`config.mk`:
```
export PLATFORM = sky130hd
export DESIGN_NAME = spi_sync_ram
export DESIGN_NICKNAME = d
export VERILOG_FILES = /design/src/rtl/spi_sync_ram.sv
export SDC_FILE = /design/constraint.sdc
export NUM_CORES = 2
export LEC_CHECK = 0
export BUFFER_PORTS_ARGS = -buffer_cell sky130_fd_sc_hd__buf_2
export CAP_MARGIN = 15
export CORE_MARGIN = 3
export CORE_UTILIZATION = 46
export CTS_CLUSTER_SIZE = 24
export DETAILED_ROUTE_END_ITERATION = 8
export SLEW_MARGIN = 20
export SYNTH_ARGS = -nofsm -noshare
export SYNTH_HDL_FRONTEND = slang
export SYNTH_SLANG_ARGS = --single-unit
```
`constraint.sdc`:
```
create_clock -name clk -period 3 [get_ports clk]
set_clock_uncertainty 0.05 [all_clocks]
set_input_delay 0.3 -clock clk [delete_from_list [all_inputs] [get_ports clk]]
set_output_delay 0.3 -clock clk [all_outputs]
set_load 0.03 [all_outputs]
```
`src/rtl/spi_sync_ram.sv`:
```
// Command-decoding RAM behind an SPI slave: address loads, writes and armed reads.
// Optional macro SPI_RAM_ADDR_AUTOINC_EN enables post-increment of both addresses.
module spi_sync_ram #(
  parameter int MEM_DEPTH = 256,
  parameter int ADDR_SIZE = 8
) (
  input  logic       clk,
  input  logic       rst_n,
  input  logic [9:0] din,
  input  logic       rx_valid,
  output logic [7:0] dout,
  output logic       tx_valid,
  output logic       cmd_err
);

  localparam logic [1:0] IDLE     = 2'd0;
  localparam logic [1:0] ARMED    = 2'd1;
  localparam logic [1:0] DATA_OUT = 2'd2;

  localparam logic [1:0] CMD_WR_ADDR = 2'b00;
  localparam logic [1:0] CMD_WR_DATA = 2'b01;
  localparam logic [1:0] CMD_RD_ADDR = 2'b10;
  localparam logic [1:0] CMD_RD_DATA = 2'b11;

  logic [7:0]           mem [MEM_DEPTH];
  logic [ADDR_SIZE-1:0] wr_addr;
  logic [ADDR_SIZE-1:0] rd_addr;
  logic                 rd_armed;
  logic                 rx_valid_d;
  logic [1:0]           state;
  logic [1:0]           state_next;

  logic                 accept;
  logic [1:0]           cmd;
  logic [ADDR_SIZE-1:0] addr_in;

  // A frame executes once, on the rising edge of the level-type rx_valid.
  assign accept  = rx_valid & ~rx_valid_d;
  assign cmd     = din[9:8];
  assign addr_in = ADDR_SIZE'(din[7:0]);

  // tx_valid is simply "the last effective frame was a served read".
  assign tx_valid = (state == DATA_OUT);

  always_comb begin
    state_next = state;
    if (accept) begin
      case (cmd)
        CMD_RD_ADDR: state_next = ARMED;
        CMD_RD_DATA: begin
          // A rejected read leaves the sequencer (and tx_valid) untouched.
          if (rd_armed)
            state_next = DATA_OUT;
        end
        default: begin
          if (state == DATA_OUT)
            state_next = rd_armed ? ARMED : IDLE;
        end
      endcase
    end
  end

  always_ff @(posedge clk or negedge rst_n) begin
    if (!rst_n) begin
      rx_valid_d <= 1'b0;
      wr_addr    <= '0;
      rd_addr    <= '0;
      rd_armed   <= 1'b0;
      state      <= IDLE;
      dout       <= 8'h00;
      cmd_err    <= 1'b0;
    end else begin
      rx_valid_d <= rx_valid;
      state      <= state_next;
      cmd_err    <= accept && (cmd == CMD_RD_DATA) && !rd_armed;
      if (accept) begin
        case (cmd)
          CMD_WR_ADDR: wr_addr <= addr_in;
          CMD_WR_DATA: begin
`ifdef SPI_RAM_ADDR_AUTOINC_EN
            wr_addr <= wr_addr + ADDR_SIZE'(1);
`endif
          end
          CMD_RD_ADDR: begin
            rd_addr  <= addr_in;
            rd_armed <= 1'b1;
          end
          default: begin
            if (rd_armed) begin
              dout <= mem[rd_addr];
`ifdef SPI_RAM_ADDR_AUTOINC_EN
              // Stay armed so consecutive RD_DATA frames stream sequential words.
              rd_addr <= rd_addr + ADDR_SIZE'(1);
`else
              rd_armed <= 1'b0;
`endif
            end
          end
        endcase
      end
    end
  end

  // Storage is deliberately left out of reset so it maps onto block RAM.
  always_ff @(posedge clk) begin
    if (accept && (cmd == CMD_WR_DATA))
      mem[wr_addr] <= din[7:0];
  end

endmodule

```
==> results.sh <==
export IMPL_tightest_slew_ns=1.00
export IMPL_crit_required_ns=3.67
export IMPL_fin_crit_sh_pct=100
export IMPL_r2r_cells=9
export IMPL_period_needed_ns=3.01
export IMPL_synth_top_flop_cell="edfxtp_1"
export IMPL_tns_ns=-0.0106
export IMPL_yosys_warnings=0
export IMPL_pwr_density_cell_nw_per_um2=719
export IMPL_hold_viol=0
export IMPL_dp_slack_ns=-0.515
export IMPL_die_y_um=426
export IMPL_rsz0062_at_grt="true"
export IMPL_peakVddDrop_v=0.000651
export IMPL_syn_num_nets=3998
export IMPL_critPathTopFamily="multiplexers"
export IMPL_fmax_ghz=0.332
export IMPL_grt_use_total_pct=24.9
export IMPL_setup_violations=1
export IMPL_port_buffers=22
export IMPL_clock_latency_ns=0.86
export IMPL_synth_edff_count=2048
export IMPL_drive_gt1_share_pct=32.2
export IMPL_hold_ws_ns=0.0299
export IMPL_ys_ff_latch=2077
export IMPL_grt_pass1_vias=43100
export IMPL_p_leak_nw=32.0
export IMPL_cp_arrival_ns=3.68
export IMPL_hold_class="input pin to register"
export IMPL_multi_input_area_um2=17900
export IMPL_synthArstFlopShare_pct=1.40
export IMPL_synth_top_area_share_pct=75.9
export IMPL_cts_root_buffer="clkbuf_16"
export IMPL_first_pass_iters=5
export IMPL_path_depth=9
export IMPL_max_stage_delay_ns=0.57
export IMPL_critPathBufInv=4
export IMPL_wl_per_cell_um=31.3
export IMPL_hold_start="din[1]"
export IMPL_cp_max_fo=10
export IMPL_path_clk_slew_ns=0.07
export IMPL_status="finished with violations"
export IMPL_grt_max_degree=119
export IMPL_report_final_slew_viol_count=0
export IMPL_layout_setup_ws_ns=-0.0106
export IMPL_syn_inst=3985
export IMPL_dieArea_um2=181000
export IMPL_nNetsFinal=4753
export IMPL_drt_iter0_drc=5699
export IMPL_cts_sinks=2077
export IMPL_die_w_um=426
export IMPL_synth_cell_types=60
export IMPL_worstSetupStartpointType="register"
export IMPL_antenna_found_initial=7
export IMPL_synth_area_per_cell_um2=20.3
export IMPL_violations="negative setup slack"
export IMPL_cap_violations=0
export IMPL_netlist_area_um2=81000
export IMPL_cts_tree="done"
export IMPL_path_class="register to register"
export IMPL_stdcell_area_um2=97000
export IMPL_timing_critical_path_from="rd_addr[0]$_DFFE_PN0P_"
export IMPL_path_cells="buf_12 > buf_16 > buf_12 > buf_4 > mux4_2 > mux4_2 > o22a_1 > nand4_1 > nand3_1"
export IMPL_start_util_pct=46.5
export IMPL_vias=43500
export IMPL_drc=0
export IMPL_endpoint_kind="register"
export IMPL_yosys_top_cells_area="edfxtp_1, mux4_2, mux2i_1"
export IMPL_fill_cells=13100
export IMPL_postRouteAntennaNets=0
export IMPL_overflow=0
export IMPL_ctsLongestPathBuffers=3
export IMPL_place_area_um2=88900
export IMPL_routed_wl_um=227000
export IMPL_ff_latch_area_um2=62200
export IMPL_routabilityCongestion=0.910
export IMPL_worst_hold_path_num_cells=1
export IMPL_reg2reg_setup_slack_ns=-0.01
export IMPL_yosys_area_top_type="edfxtp_1"
export IMPL_viasPerCell=6.01
export IMPL_pin_count=23
export IMPL_area_delta_synth_final_pct=19.7
export IMPL_grt_pass1_wl_um=320000
export IMPL_cp_slowest_cell="mux4_2"
export IMPL_cts_buffers_inserted=205
export IMPL_slew_headroom_pct=33.1
export IMPL_ys_seq_area_share_pct=76.8
export IMPL_rows=153
export IMPL_coreArea_um2=174000
export IMPL_cts_htree_levels=4
export IMPL_dp_final_hpwl_um=145000
export IMPL_power_mw=69.8
export IMPL_r2r_start="rd_addr[0]$_DFFE_PN0P_"
-- what timing repair did --
item | CTS | global route
setup endpoints to repair | 8 | 8
gates resized for setup | 103 | 100
cloned | 7 | 7
hold buffers | 7 | 0
endpoints found under the hold margin | 120 | 0
buffers inserted | 13 | 26
pin swaps | 14 | 18
-- final timing paths --
path	to
setup / recovery	dout[5]$_DFFE_PN0P_
hold / removal	mem[204][1]$_DFFE_PP_
setup reg to reg	dout[5]$_DFFE_PN0P_
hold reg to reg	rd_addr[7]$_DFFE_PN0P_
max in group asynchronous	rd_addr[4]$_DFFE_PN0P_
min in group asynchronous	state[0]$_DFFE_PN0P_
-- flip-flops by register name, indices dropped and copies added (netlist names) --
signal	flops
rx_valid_d	1
rd_addr	8
rd_armed	1
state	2
cmd_err	1
dout	8
mem	2048
wr_addr	8
-- layout make-up --
cell class / instances / share of cell area, %
flip-flops and latches: 2077 / 64.2
multi-input cells: 1660 / 18.5
repair buffers: 792 / 7.72
clock buffers: 275 / 5.59
well taps: 2325 / 3.00
clock inverters: 110 / 1.04
inverters: 4 / 0.0206
diodes: 2 / 0.00516
-- cell families after synthesis --
| logic type | synth area share (%) |
|---|---|
| compound gates | 3.57 |
| flops | 76.8 |
| buf+inv | 2.01 |
| mux | 14.7 |
| simple gates | 2.88 |
-- report_power, final --
| part | leakage [nW] | switching (mW) | internal (mW) |
|---|---|---|---|
| combinational | 10.1 | 7.14 | 5.58 |
| clock | 3.14 | 11.0 | 13.8 |
| sequential | 18.7 | 0.295 | 32.0 |
| total | 32.0 | 18.4 | 51.4 |
-- worst register-to-register path, delay by kind of cell, from the launching register on --
family,cells,cell delay (ns)
and+or+nand+nor,2,0.37
muxes,2,1.04
AOI/OAI and AO/OA,1,0.27
buffers and inverters,4,0.64
DFF,1,0.51
-- Yosys cell counts (42+ instances only) --
master / n
o221ai_1: 61
edfxtp_1: 2048
mux2i_1: 304
nand2_1: 103
buf_2: 52
a21oi_1: 50
clkbuf_1: 90
mux4_2: 382
nor2_1: 294
o22ai_1: 101
buf_6: 42
o21ai_0: 51
-- through the flow --
stage                     util (%)  std cells
after floorplan                  -       3985
after global placement        51.0       6801
after detailed placement      51.0       6801
after CTS                     55.1       7210
after global routing          55.6       7243
final                         55.6       7245
-- per-layer routing --
layer,track usage (%),up-vias,part of all wire (%)
met5,0,-,0.0057
met4,9.12,2,3.8
met3,4.66,357,8.7
met2,37.9,2114,46
met1,36.1,23000,41
li1,-,18100,-
-- placed cells by master (no fill, tap or decap), types with 10 or more instances in the layout --
cell type	synthesis	layout
buf_12	3	74
buf_6	42	24
o22ai_2	0	12
mux4_2	382	383
mux2_2	20	20
nor3_1	21	18
edfxtp_1	2048	2048
a21oi_1	50	46
buf_4	37	638
o22ai_1	101	88
nand2_1	103	102
a22oi_1	31	25
clkbuf_1	90	67
nor2_1	294	286
o221ai_2	0	10
o221ai_1	61	49
mux2i_1	304	295
o21ai_0	51	41
nor2b_1	20	19
a221oi_1	15	12
a211oi_1	31	26
clkbuf_16	0	212
clkinv_1	0	43
buf_2	52	14
dfrtp_1	29	25
nand4_1	11	11
clkbuf_8	0	11
nand3_1	37	37
clkinv_2	0	36
bufinv_16	0	12
a2111oi_2	0	13
Power figures use the tool's default switching activity.
